$ cat src/rtl/freq_meter_pkg.sv
// Shared definitions for the frequency meter: FSM encoding and timing constants.
package freq_meter_pkg;

  // Measurement FSM encoding.
  typedef enum logic [1:0] {
    StIdle    = 2'd0,
    StMeasure = 2'd1,
    StPublish = 2'd2
  } fm_state_e;

  // System clock frequency in Hz.
  localparam int unsigned CLK_HZ = 100000000;

  // Default gate: one second of system clock.
  localparam int unsigned GATE_CYCLES_DEFAULT = CLK_HZ;

  // Gate timer width; wide enough for any legal gate length.
  localparam int unsigned TIMER_W = 32;

endpackage

$ cat src/rtl/sync_edge_detect.sv
// Synchronizes an asynchronous input into the clk domain and emits a
// registered one-cycle pulse for every rising edge of the synchronized value.
module sync_edge_detect #(
  parameter int unsigned SYNC_STAGES = 2
) (
  input  logic clk,
  input  logic rst_n,
  input  logic async_i,
  output logic rise_o
);

  logic [SYNC_STAGES-1:0] sync_q, sync_d;
  logic                   prev_q, prev_d;
  logic                   rise_q, rise_d;
  logic                   synced;

  assign synced = sync_q[SYNC_STAGES-1];

  // Next state: shift the synchronizer, remember last synced value, detect 0->1.
  always_comb begin
    sync_d = {sync_q[SYNC_STAGES-2:0], async_i};
    prev_d = synced;
    rise_d = synced & ~prev_q;
  end

  // State registers; everything clears to 0 so a high input after reset reads as a rise.
  always_ff @(posedge clk or negedge rst_n) begin
    if (!rst_n) begin
      sync_q <= '0;
      prev_q <= 1'b0;
      rise_q <= 1'b0;
    end else begin
      sync_q <= sync_d;
      prev_q <= prev_d;
      rise_q <= rise_d;
    end
  end

  assign rise_o = rise_q;

endmodule

$ cat src/rtl/freq_meter.sv
// Gated frequency meter: counts rising edges of an asynchronous input over a
// fixed window of GATE_CYCLES clocks and publishes the count with a strobe.
// Legal GATE_CYCLES range is 2 .. 2^32-1; SYNC_STAGES must be at least 2.
module freq_meter
  import freq_meter_pkg::*;
#(
  parameter int unsigned GATE_CYCLES = GATE_CYCLES_DEFAULT,
  parameter int unsigned COUNT_W     = 16,
  parameter int unsigned SYNC_STAGES = 2
) (
  input  logic               clk,
  input  logic               rst_n,
  input  logic               en,
  input  logic               sig_in,
  output logic [COUNT_W-1:0] freq_count,
  output logic               freq_valid,
  output logic               overflow,
  output logic               busy
);

  localparam logic [TIMER_W-1:0] GateLast = TIMER_W'(GATE_CYCLES - 1);
  localparam logic [COUNT_W-1:0] CountMax = '1;

  fm_state_e state_q, state_d;

  logic [TIMER_W-1:0] timer_q, timer_d;
  logic [COUNT_W-1:0] cnt_q, cnt_d;
  logic               sat_q, sat_d;
  logic [COUNT_W-1:0] freq_count_q, freq_count_d;
  logic               overflow_q, overflow_d;
  logic               valid_q, valid_d;

  logic rise;
  logic in_measure;
  logic in_publish;

  sync_edge_detect #(
    .SYNC_STAGES(SYNC_STAGES)
  ) u_sync_edge_detect (
    .clk    (clk),
    .rst_n  (rst_n),
    .async_i(sig_in),
    .rise_o (rise)
  );

  // FSM state register.
  always_ff @(posedge clk or negedge rst_n) begin
    if (!rst_n) begin
      state_q <= StIdle;
    end else begin
      state_q <= state_d;
    end
  end

  // FSM next state; dropping en abandons a window even on its last cycle.
  always_comb begin
    state_d = state_q;
    unique case (state_q)
      StIdle: begin
        if (en) state_d = StMeasure;
      end
      StMeasure: begin
        if (!en) begin
          state_d = StIdle;
        end else if (timer_q == GateLast) begin
          state_d = StPublish;
        end
      end
      StPublish: begin
        state_d = en ? StMeasure : StIdle;
      end
      default: state_d = StIdle;
    endcase
  end

  // FSM outputs; the publish cycle still counts as part of an active measurement.
  always_comb begin
    in_measure = (state_q == StMeasure);
    in_publish = (state_q == StPublish);
    busy       = in_measure | in_publish;
  end

  // Datapath next state: gate timer, saturating edge counter, published results.
  always_comb begin
    timer_d      = '0;
    cnt_d        = '0;
    sat_d        = 1'b0;
    freq_count_d = freq_count_q;
    overflow_d   = overflow_q;
    valid_d      = 1'b0;

    if (in_measure && en) begin
      timer_d = timer_q + TIMER_W'(1);
      cnt_d   = cnt_q;
      sat_d   = sat_q;
      if (rise) begin
        if (cnt_q == CountMax) begin
          sat_d = 1'b1;
        end else begin
          cnt_d = cnt_q + COUNT_W'(1);
        end
      end
    end

    if (in_publish) begin
      freq_count_d = cnt_q;
      overflow_d   = sat_q;
      valid_d      = 1'b1;
      // An edge seen during the publish cycle opens the next window.
      if (en && rise) cnt_d = COUNT_W'(1);
    end
  end

  // Datapath registers.
  always_ff @(posedge clk or negedge rst_n) begin
    if (!rst_n) begin
      timer_q      <= '0;
      cnt_q        <= '0;
      sat_q        <= 1'b0;
      freq_count_q <= '0;
      overflow_q   <= 1'b0;
      valid_q      <= 1'b0;
    end else begin
      timer_q      <= timer_d;
      cnt_q        <= cnt_d;
      sat_q        <= sat_d;
      freq_count_q <= freq_count_d;
      overflow_q   <= overflow_d;
      valid_q      <= valid_d;
    end
  end

  assign freq_count = freq_count_q;
  assign overflow   = overflow_q;
  assign freq_valid = valid_q;

endmodule

$ cat config.mk
export PLATFORM = sky130hd
export DESIGN_NAME = freq_meter
export DESIGN_NICKNAME = d
export VERILOG_FILES = /design/src/rtl/freq_meter_pkg.sv /design/src/rtl/sync_edge_detect.sv /design/src/rtl/freq_meter.sv
export SDC_FILE = /design/constraint.sdc
export NUM_CORES = 1
export LEC_CHECK = 0
export ABC_AREA = 0
export CAP_MARGIN = 20
export CORE_UTILIZATION = 30
export CTS_CLUSTER_SIZE = 40
export DETAILED_ROUTE_END_ITERATION = 6
export GPL_TIMING_DRIVEN = 0
export PLACE_DENSITY_LB_ADDON = 0.05
export SLEW_MARGIN = 20
export SYNTH_ARGS = -nofsm -noshare
export SYNTH_HDL_FRONTEND = slang
export SYNTH_SLANG_ARGS = --single-unit
$ cat constraint.sdc
create_clock -name clk -period 1.7 [get_ports clk]
set_input_delay 0.34 -clock clk [delete_from_list [all_inputs] [get_ports clk]]
set_output_delay 0.34 -clock clk [all_outputs]
set_load 0.01 [all_outputs]
==> results of run 1 <==
==> metrics by stage <==
step / setup TNS, ps / util, % / power [mW] / hold slack, ps / setup slack, ps
after floorplan: 0 / - / 2.00 / 44.4 / 7.05
after global placement: -196610 / 34.9 / 2.16 / 332 / -2480
after detailed placement: -16300 / 35.0 / 2.16 / 342 / -500
after CTS: -165 / 41.5 / 4.37 / 360 / -61.6
after global routing: -1690 / 42.9 / 4.46 / 368 / -217
final: -217 / 42.9 / 4.27 / 356 / -67.0
==> critical path, cell delays in order (launching register included) <==
cell and delay (ps):
dfrtp_1 380, ha_2 190, nand4_1 110, buf_6 150, o41ai_4 380, buf_6 190
mux2i_1 190, nor2_1 60
==> logic make-up after synthesis <==
group,Yosys count
xor gates and xnor gates,35
buffers and inverters,13
muxes,19
adders and majority gates,6
and+or+nand+nor,148
AOI/OAI and AO/OA,25
DFF,73
==> power by group <==
| part | leakage, nW | internal, mW | total [mW] | switching (mW) |
|---|---|---|---|---|
| clock | 0.162 | 1.36 | 2.08 | 0.723 |
| sequential | 0.995 | 1.77 | 1.79 | 0.0226 |
| combinational | 0.886 | 0.142 | 0.401 | 0.259 |
==> placed cells by master (no fill, tap or decap), drive strengths merged, types with 3 or more instances in the layout <==
cell type / netlist / layout
a21oi: 9 / 9
a31oi: 4 / 4
and3: 13 / 13
and4: 4 / 4
buf: 1 / 42
clkbuf: 6 / 18
clkdlybuf4s50: 0 / 20
dfrtp: 73 / 73
ha: 6 / 6
inv: 6 / 6
mux2: 17 / 17
nand2: 19 / 19
nand3: 22 / 22
nand4: 16 / 16
nor2: 49 / 49
nor2b: 3 / 3
nor3: 7 / 7
nor3b: 3 / 3
nor4: 5 / 5
o21ai: 3 / 3
xnor2: 10 / 10
xor2: 25 / 25
==> worst paths after layout <==
kind,endpoint,from,cells past startpoint
max,cnt_q[1],cnt_q[0],7
min,u_sync_edge_detect.sync_q[1],u_sync_edge_detect.sync_q[0],0
max reg2reg,cnt_q[1],cnt_q[0],7
min reg2reg,u_sync_edge_detect.sync_q[1],u_sync_edge_detect.sync_q[0],0
max in group asynchronous,timer_q[8],rst_n,3
min in group asynchronous,freq_count[9],rst_n,2
==> layer usage <==
layer	vias to the layer above	share of wire, %	GRT usage, %
li1	1270	-	-
met1	1278	54	21.2
met2	38	42	21.1
met3	9	2.6	3.59
met4	0	1.3	5.14
met5	-	0	0
==> layout make-up <==
cell class	instances	area share, %
Sequential cell	73	38.8
Inverter	6	0.476
Multi-Input combinational cell	233	36.3
Clock inverter	5	1.64
Timing Repair Buffer	64	12.8
Clock buffer	11	5.34
Tap cell	140	3.70
Buffer	6	0.925
==> timing repair <==
| action | in CTS | in global routing |
|---|---|---|
| pin swaps | 18 | 19 |
| gates cloned | 1 | 1 |
| hold endpoints to repair | 35 | 0 |
| setup endpoints to repair | 55 | 59 |
| buffers inserted | 32 | 9 |
| gates resized for setup | 28 | 37 |
| hold buffers | 1 | 0 |
==> registers in the layout (all words and copies together) (netlist names) <==
signal                     count
timer_q                       32
cnt_q                         16
freq_count                    16
state_q                        2
u_sync_edge_detect.sync_q      2
freq_valid                     1
overflow                       1
sat_q                          1
u_sync_edge_detect.prev_q      1
u_sync_edge_detect.rise_o      1
==> key figures, run 1 <==
Run status
  – Outcome: finished with violations
  – Failing checks: negative setup slack

Timing
  – Period utilization: 104%
  – Actual slew at the worst max-slew pin: 485 ps
  – Worst Skew: 5.38 ps
  – Pins over their slew limit: 0
  – Final Hold Vio Count: 0
  – Max Fclk: 0.566 GHz
  – Final setup margin: -67.0 ps
  – # setup viols final: 6
  – Slew HR: 67.7%
  – Crit path time final: 1770 ps
  – RSZ-0062 raised after global routing: true

Synth
  – Unique masters post-synth: 36
  – Post-Syn Area per Cell: 10.8 sq um
  – Synthesized area: 0.00345 sq mm
  – Simple-gate share of the synthesized area: 23.2%
  – Post-synth top area cell: dfrtp_1
  – Post-synthesis register bit count: 73
  – Post-synthesis mux area share: 6.13%
  – Synth top area share: 53.0%
  – Most frequent cells after synthesis: 73 x dfrtp_1, 49 x nor2_1, 25 x xor2_1
  – Post-synth net total: 329
  – Complex-gate fraction of the synthesized area: 5.22%
  – Largest family of logic cells by synthesized area: simple AND/OR/NAND/NOR gates
  – EDFF count, synth: 0
  – Seq/Total Area, Yosys: 53.0%
  – Xor and xnor area share after synthesis: 8.89%
  – Most numerous cell in the Yosys netlist: dfrtp_1
  – Synth Flop Type: dfrtp_1
  – Synth Area in Adders: 2.18%
  – Async set-reset flop share out of synthesis: 100%
  – Ys Warns: 0
  – Mapped Cells: 319
  – Area contributors post-synth: dfrtp_1 53%, xor2_1 6.3%, mux2_2 5.5%, nor2_1 5.3%, nand3_1 3.2%

Floorplan
  – Die ar.: 0.0119 sq mm
  – Row count: 38
  – Core ar.: 0.0110 sq mm
  – Starting Density: 31.3%
  – DIE HEIGHT: 109 um
  – # IOs: 23
  – Die Span X: 109 um

Detailed routing
  – Routed wire length: 7.82 mm
  – DR vias: 2595
  – DRT iter0 DRCs: 95
  – Drt wl/cell: 14.5 um
  – Router iterations before antenna repair: 4
  – Remaining antenna violation count: 0
  – Detailed-route DRC error count: 0
  – Vias per Instance: 4.82

Placement
  – DP HPWL: 4.93 mm
  – Final GP Congestion: 0.728
  – Placed Area: 0.00386 sq mm
  – I/O Buffers: 22
  – DP Cell Count: 482

Final layout
  – Nets: 403
  – Area of the multi-input gates: 0.00172 sq mm
  – Layout area overhead: 37.3%
  – Fin cells: 538
  – # fillers: 1077
  – Layout cells sized above 1: 32.2%
  – Finished Cell Area: 0.00473 sq mm
  – ANT cells: 0
  – Register area: 0.00184 sq mm

Worst setup path
  – Startpoint types: register
  – CP Max Fanout: 5
  – CP required: 1920 ps
  – Critical Path End Type: register
  – R2r setup slk: -70 ps
  – Critical setup path kind: reg -> reg
  – Worst endpoint data arrival time: 1980 ps

Clocking
  – Clk Latency, worst-skew pair: 330 ps
  – CTS tree: yes
  – H-tree levels: 3
  – CTS sink count: 73
  – Num CTS Buffers: 9
  – Root Driver: clkbuf_16
  – Clk pin slew, worst setup/hold paths: 60 ps
  – Max clock buf depth: 2

Global routing
  – Vias in the first global route: 2533
  – Overflow after GRT: 0
  – First-pass GRT wire length: 13.2 mm
  – Antenna violations before repair: 0
  – Pin count of the biggest net entering global routing: 39
  – Tot GR Track Use: 14.7%

Min path
  – Hold Path Class: reg -> reg

Power and ir drop
  – Power Density: 903 mW/mm^2
  – Leakage: 2.04 nW
  – Peak supply drop: 0.479 mV

Flow run
  – Max capacitance violation total: 0
No activity file was read; power rests on OpenSTA's default activity.
==> run 2, diff against run 1 <==
CORE_UTILIZATION = 40   (was 30)
==> key figures, run 2 (synthesized netlist as in run 1, its figures left out) <==
Timing
  – Slew HR: 70.0%
  – # setup viols final: 3
  – Worst Skew: 9.87 ps
  – Pins over their slew limit: 0
  – Period utilization: 102%
  – TNS Setup: -53.7 ps
  – Final Hold Vio Count: 0
  – Crit path time final: 1730 ps
  – Final setup margin: -26.9 ps
  – Actual slew at the worst max-slew pin: 450 ps
  – Max Fclk: 0.579 GHz
  – RSZ-0062 raised after global routing: true

Placement
  – DP HPWL: 4.51 mm
  – DP Cell Count: 447
  – I/O Buffers: 22
  – Final GP Congestion: 0.734
  – Pre-CTS setup slack: -401 ps
  – Placed Area: 0.00382 sq mm

Detailed routing
  – Remaining antenna violation count: 0
  – DRT iter0 DRCs: 100
  – DR vias: 2636
  – Router iterations before antenna repair: 4
  – Drt wl/cell: 14.6 um
  – Met2 wire length: 3.12 mm
  – Uppermost routed layer: met4
  – Routed wire length: 7.33 mm
  – Vias per Instance: 5.24
  – Routed wl met3: 299 um
  – Detailed-route DRC error count: 0
  – Routed met1 length: 3.75 mm

Floorplan
  – Die Span X: 94.9 um
  – Die ar.: 0.00900 sq mm
  – Row count: 33
  – DIE HEIGHT: 94.9 um
  – Core ar.: 0.00830 sq mm
  – Starting Density: 41.6%
  – # IOs: 23

Power and ir drop
  – Power Density: 866 mW/mm^2
  – Final Total Pwr: 3.92 mW
  – Peak supply drop: 0.511 mV
  – Leakage: 1.99 nW

Clocking
  – Clk pin slew, worst setup/hold paths: 80 ps
  – Max clock buf depth: 2
  – CTS tree: yes
  – CTS sink count: 73
  – Root Driver: clkbuf_8
  – Clk Latency, worst-skew pair: 340 ps
  – H-tree levels: 3
  – Num CTS Buffers: 9

Worst setup path
  – Largest delay contributor family on the critical path: flip-flops
  – Critical Path End Type: register
  – R2r setup slk: -30 ps
  – Startpoint types: register
  – CP Launch Point: cnt_q[0]
  – CP required: 1930 ps
  – Worst setup endpoint: cnt_q[1]
  – Capturing point of the worst reg2reg path: cnt_q[1]
  – Buf/Inv on CP: 2
  – WP depth: 7
  – Worst endpoint data arrival time: 1960 ps
  – R2R cell count: 7
  – CP Max Fanout: 5
  – CP max-delay cell: dfrtp_1
  – Worst reg2reg startpoint: cnt_q[0]
  – Crit-path max cell delay: 370 ps
  – Critical setup path kind: reg -> reg
  – Most frequent CP cell: buf_6
  – Critical Path, Cell by Cell: ha_2 > nand4_1 > buf_6 > o41ai_4 > buf_6 > mux2i_1 > nor2_1

Global routing
  – Overflow after GRT: 0
  – Pin count of the biggest net entering global routing: 42
  – Vias in the first global route: 2466
  – Antenna violations before repair: 0
  – Tot GR Track Use: 17.8%
  – First-pass GRT wire length: 12.0 mm

Run status
  – Failing checks: negative setup slack
  – Outcome: finished with violations

Final layout
  – Fin cells: 503
  – Most frequent cells in the layout: 67 x dfrtp_1, 49 x nor2_1, 35 x buf_4
  – Nets: 403
  – ANT cells: 0
  – Layout area overhead: 31.2%
  – Commonest non-fill, non-tap cell in the layout: dfrtp_1
  – Most flop-heavy register: timer_q
  – # fillers: 729
  – Max reg flops: 32
  – Finished Cell Area: 0.00452 sq mm
  – Layout cells sized above 1: 28.9%

Flow run
  – Max capacitance violation total: 0

Min path
  – Hold Path Class: reg -> reg
==> run 2: cell count changes in the layout (fill, tap and decap cells not counted), sizes merged <==
cell	before	now
clkinv	2	0
buf	42	43
bufinv	2	3
==> run 2: area by class of cell <==
class | instances | area, sq um | share of cell area, %
buffer | 6 | 37.5 | 0.830
multi-input combinational | 233 | 1670 | 37.0
clock inverter | 4 | 97.6 | 2.16
clock buffer | 12 | 165 | 3.65
inverter | 6 | 22.5 | 0.498
sequential | 73 | 1830 | 40.5
timing repair buffer | 64 | 563 | 12.4
tap | 105 | 131 | 2.90
==> run 2: routing by layer <==
layer,vias up,GRT usage [%]
li1,1276,-
met1,1295,26.2
met2,54,24.7
met3,11,3.22
met4,0,9.09
met5,-,0
==> run 2: report_power, final <==
group / switching [mW] / leakage, nW / internal (mW) / total [mW]
combinational: 0.250 / 0.858 / 0.144 / 0.395
clock: 0.638 / 0.129 / 1.10 / 1.73
sequential: 0.0250 / 1.00 / 1.76 / 1.79
==> run 2: worst register-to-register path: cells and delay by family, from the launching register on <==
family	cells	cell delay, ps
AOI/OAI and AO/OA	1	380
adders and majority gates	1	180
buffers and inverters	2	330
DFF	1	370
muxes	1	190
and+or+nand+nor	2	180
==> run 2: what timing repair did <==
| action | 4_1_cts | 5_1_grt |
|---|---|---|
| gates cloned | 1 | 1 |
| hold buffers | 1 | 0 |
| gates resized for setup | 20 | 30 |
| endpoints found under the setup margin | 54 | 49 |
| endpoints found under the hold margin | 32 | 0 |
| setup buffers | 30 | 9 |
| pin swaps | 10 | 14 |
==> run 2: how the worst min path moves through the flow <==
stage	start	endpoint	slack, ps	depth (start not counted)
2_1_floorplan	rst_n	cnt_q[0]	40	0
3_3_place_gp	u_sync_edge_detect.sync_q[0]	u_sync_edge_detect.sync_q[1]	330	0
3_5_place_dp	rst_n	freq_count[11]	320	1
4_1_cts	u_sync_edge_detect.sync_q[0]	u_sync_edge_detect.sync_q[1]	370	0
5_1_grt	u_sync_edge_detect.sync_q[1]	u_sync_edge_detect.prev_q	370	0
6_report	u_sync_edge_detect.sync_q[1]	u_sync_edge_detect.prev_q	360	0
==> run 2: metrics by stage <==
| step | util, % | hold WS, ps |
|---|---|---|
| after floorplan | - | 44.4 |
| after global placement | 45.8 | 333 |
| after detailed placement | 46.0 | 322 |
| after CTS | 52.8 | 368 |
| after global routing | 54.5 | 369 |
| final | 54.5 | 364 |
==> run 3, diff against run 2 <==
ABC_AREA = 1   (was 0)
CAP_MARGIN = not set   (was 20)
PLACE_DENSITY = 0.69   (was not set)
PLACE_DENSITY_LB_ADDON = not set   (was 0.05)
==> key figures, run 3 <==
Run status
  – Outcome: finished, final reports clean

Synth
  – Mapped Cells: 526
  – Post-synthesis register bit count: 73
  – Area contributors post-synth: dfrtp_1 46%, nand2_1 12%, nor2_1 9.4%, inv_1 5.0%, nand3_1 4.4%
  – Ys Warns: 0
  – Post-synth top area cell: dfrtp_1
  – Unique masters post-synth: 31
  – Most numerous cell in the Yosys netlist: nand2_1
  – Synth top area share: 45.9%
  – Post-Syn Area per Cell: 7.56 sq um
  – Seq/Total Area, Yosys: 45.9%
  – Synth Flop Type: dfrtp_1
  – Most frequent cells after synthesis: 132 x nand2_1, 100 x nor2_1, 73 x dfrtp_1
  – Synthesized area: 0.00398 sq mm
  – Async set-reset flop share out of synthesis: 100%
  – EDFF count, synth: 0
  – Post-synth net total: 536

Worst setup path
  – Worst reg2reg startpoint: timer_q[0]
  – Crit-path max cell delay: 350 ps
  – Critical Path, Cell by Cell: inv_1 > ha_1 > clkdlybuf4s15_1
  – CP Max Fanout: 2
  – CP required: 1360 ps
  – CP Launch Point: state_q[0]
  – Critical Path End Type: output pin
  – Worst endpoint data arrival time: 1280 ps
  – Startpoint types: register
  – R2r setup slk: 110 ps
  – Critical setup path kind: reg -> out
  – CP max-delay cell: dfrtp_1

Global routing
  – Overflow after GRT: 0
  – Antenna violations before repair: 0
  – Tot GR Track Use: 18.9%
  – First-pass GRT wire length: 15.1 mm
  – Vias in the first global route: 3351
  – Pin count of the biggest net entering global routing: 58

Final layout
  – Nets: 573
  – Layout area overhead: 16.6%
  – ANT cells: 0
  – Most flop-heavy register: timer_q
  – Most frequent cells in the layout: 131 x nand2_1, 99 x nor2_1, 72 x dfrtp_1
  – Core Util, Final: 47.9%
  – Commonest non-fill, non-tap cell in the layout: nand2_1
  – Max reg flops: 32
  – Fin cells: 700
  – Layout cells sized above 1: 13.1%

Clocking
  – Clk Latency, worst-skew pair: 350 ps
  – Root Driver: clkbuf_8
  – Clk pin slew, worst setup/hold paths: 80 ps
  – H-tree levels: 3
  – Num CTS Buffers: 9
  – CTS sink count: 73
  – Max clock buf depth: 2
  – CTS tree: yes

Detailed routing
  – Router iterations before antenna repair: 5
  – DR vias: 3458
  – Routed wire length: 8.82 mm
  – Detailed-route DRC error count: 0
  – Vias per Instance: 4.94
  – Drt wl/cell: 12.6 um
  – DRT iter0 DRCs: 182
  – Remaining antenna violation count: 0

Floorplan
  – Die Span X: 102 um
  – Core ar.: 0.00968 sq mm
  – DIE HEIGHT: 102 um
  – Row count: 36
  – Die ar.: 0.0104 sq mm
  – # IOs: 23
  – Starting Density: 41.1%

Timing
  – Actual slew at the worst max-slew pin: 484 ps
  – Pins over their slew limit: 0
  – Period utilization: 95.4%
  – RSZ-0062 raised after global routing: true
  – Crit path time final: 1620 ps
  – Slew HR: 67.7%
  – Max Fclk: 0.617 GHz
  – # setup viols final: 0
  – Final setup margin: 78.9 ps
  – Final Hold Vio Count: 0
  – Worst Skew: 17.0 ps

Placement
  – DP Cell Count: 682
  – Final GP Congestion: 0.958
  – DP HPWL: 6.47 mm
  – Pre-CTS setup slack: -309 ps
  – I/O Buffers: 22

Power and ir drop
  – Leakage: 1.94 nW
  – Peak supply drop: 0.378 mV
  – Power Density: 1040 mW/mm^2

Flow run
  – Max capacitance violation total: 0

Min path
  – Hold Path Class: reg -> reg
  – Hold Crit Start: u_sync_edge_detect.sync_q[0]
-- run 3: area by class of cell --
cell class,count,area (sq um)
clock buffers,10,138
fillers,972,5050
multi-input cells,389,1930
flip-flops and latches,73,1830
repair buffers,26,270
well taps,133,166
plain buffers,8,36.3
inverters,56,210
clock inverters,5,56.3
-- run 3: worst paths after layout --
path                                           endpoint  depth (start not counted)
max reg2reg                                 timer_q[22]                         10
min reg2reg                u_sync_edge_detect.sync_q[1]                          0
max                                                busy                          3
max in group asynchronous                      cnt_q[0]                          3
min                        u_sync_edge_detect.sync_q[1]                          0
min in group asynchronous                      cnt_q[6]                          2
-- run 3: where the power goes --
group	total (mW)	switching [mW]	internal, mW
registers	2.14	0.156	1.99
clock network	1.37	0.662	0.707
logic	1.30	0.662	0.636
-- run 3: logic make-up (layout without fill, tap and decap cells) --
group / after synthesis / in the layout / synth area share, %
xor gates and xnor gates: 7 / 7 / 1.54
buffers and inverters: 64 / 105 / 6.13
muxes: 5 / 5 / 1.41
DFF: 73 / 73 / 45.9
and+or+nand+nor: 317 / 317 / 36.1
adders and majority gates: 6 / 6 / 1.89
AOI/OAI and AO/OA: 54 / 54 / 6.98
-- run 3: worst max-delay path, delay by kind of cell (launching register included) --
kind	cells	cell delay, ps
flops	1	350
fa+ha+maj	1	290
buf+inv	2	290
-- run 3: timing repair --
item	in CTS	in global routing
buffers inserted	2	0
setup endpoints to repair	9	31
endpoints found under the hold margin	16	0
gates resized for setup	2	13
hold buffers	1	0
-- run 3: per-layer routing --
metal,routed length [um],GRT usage (%),vias to the layer above
met4,199,9.14,0
met2,4320,31.9,86
met1,3950,23.1,1615
met3,361,3.80,18
met5,0,0,-
li1,-,-,1739
-- run 3: stage by stage --
stage                     TNS, ps  instance area, sq um  power (mW)  hold slack [ps]
after floorplan                 0                  3980        2.82             44.4
after CTS                       0                  4610        4.85              362
after global placement    -168160                  4370        3.41              338
after detailed placement    -5110                  4390        3.46              226
after global routing        -35.6                  4640        5.11              371
final                           0                  4640        4.81              357
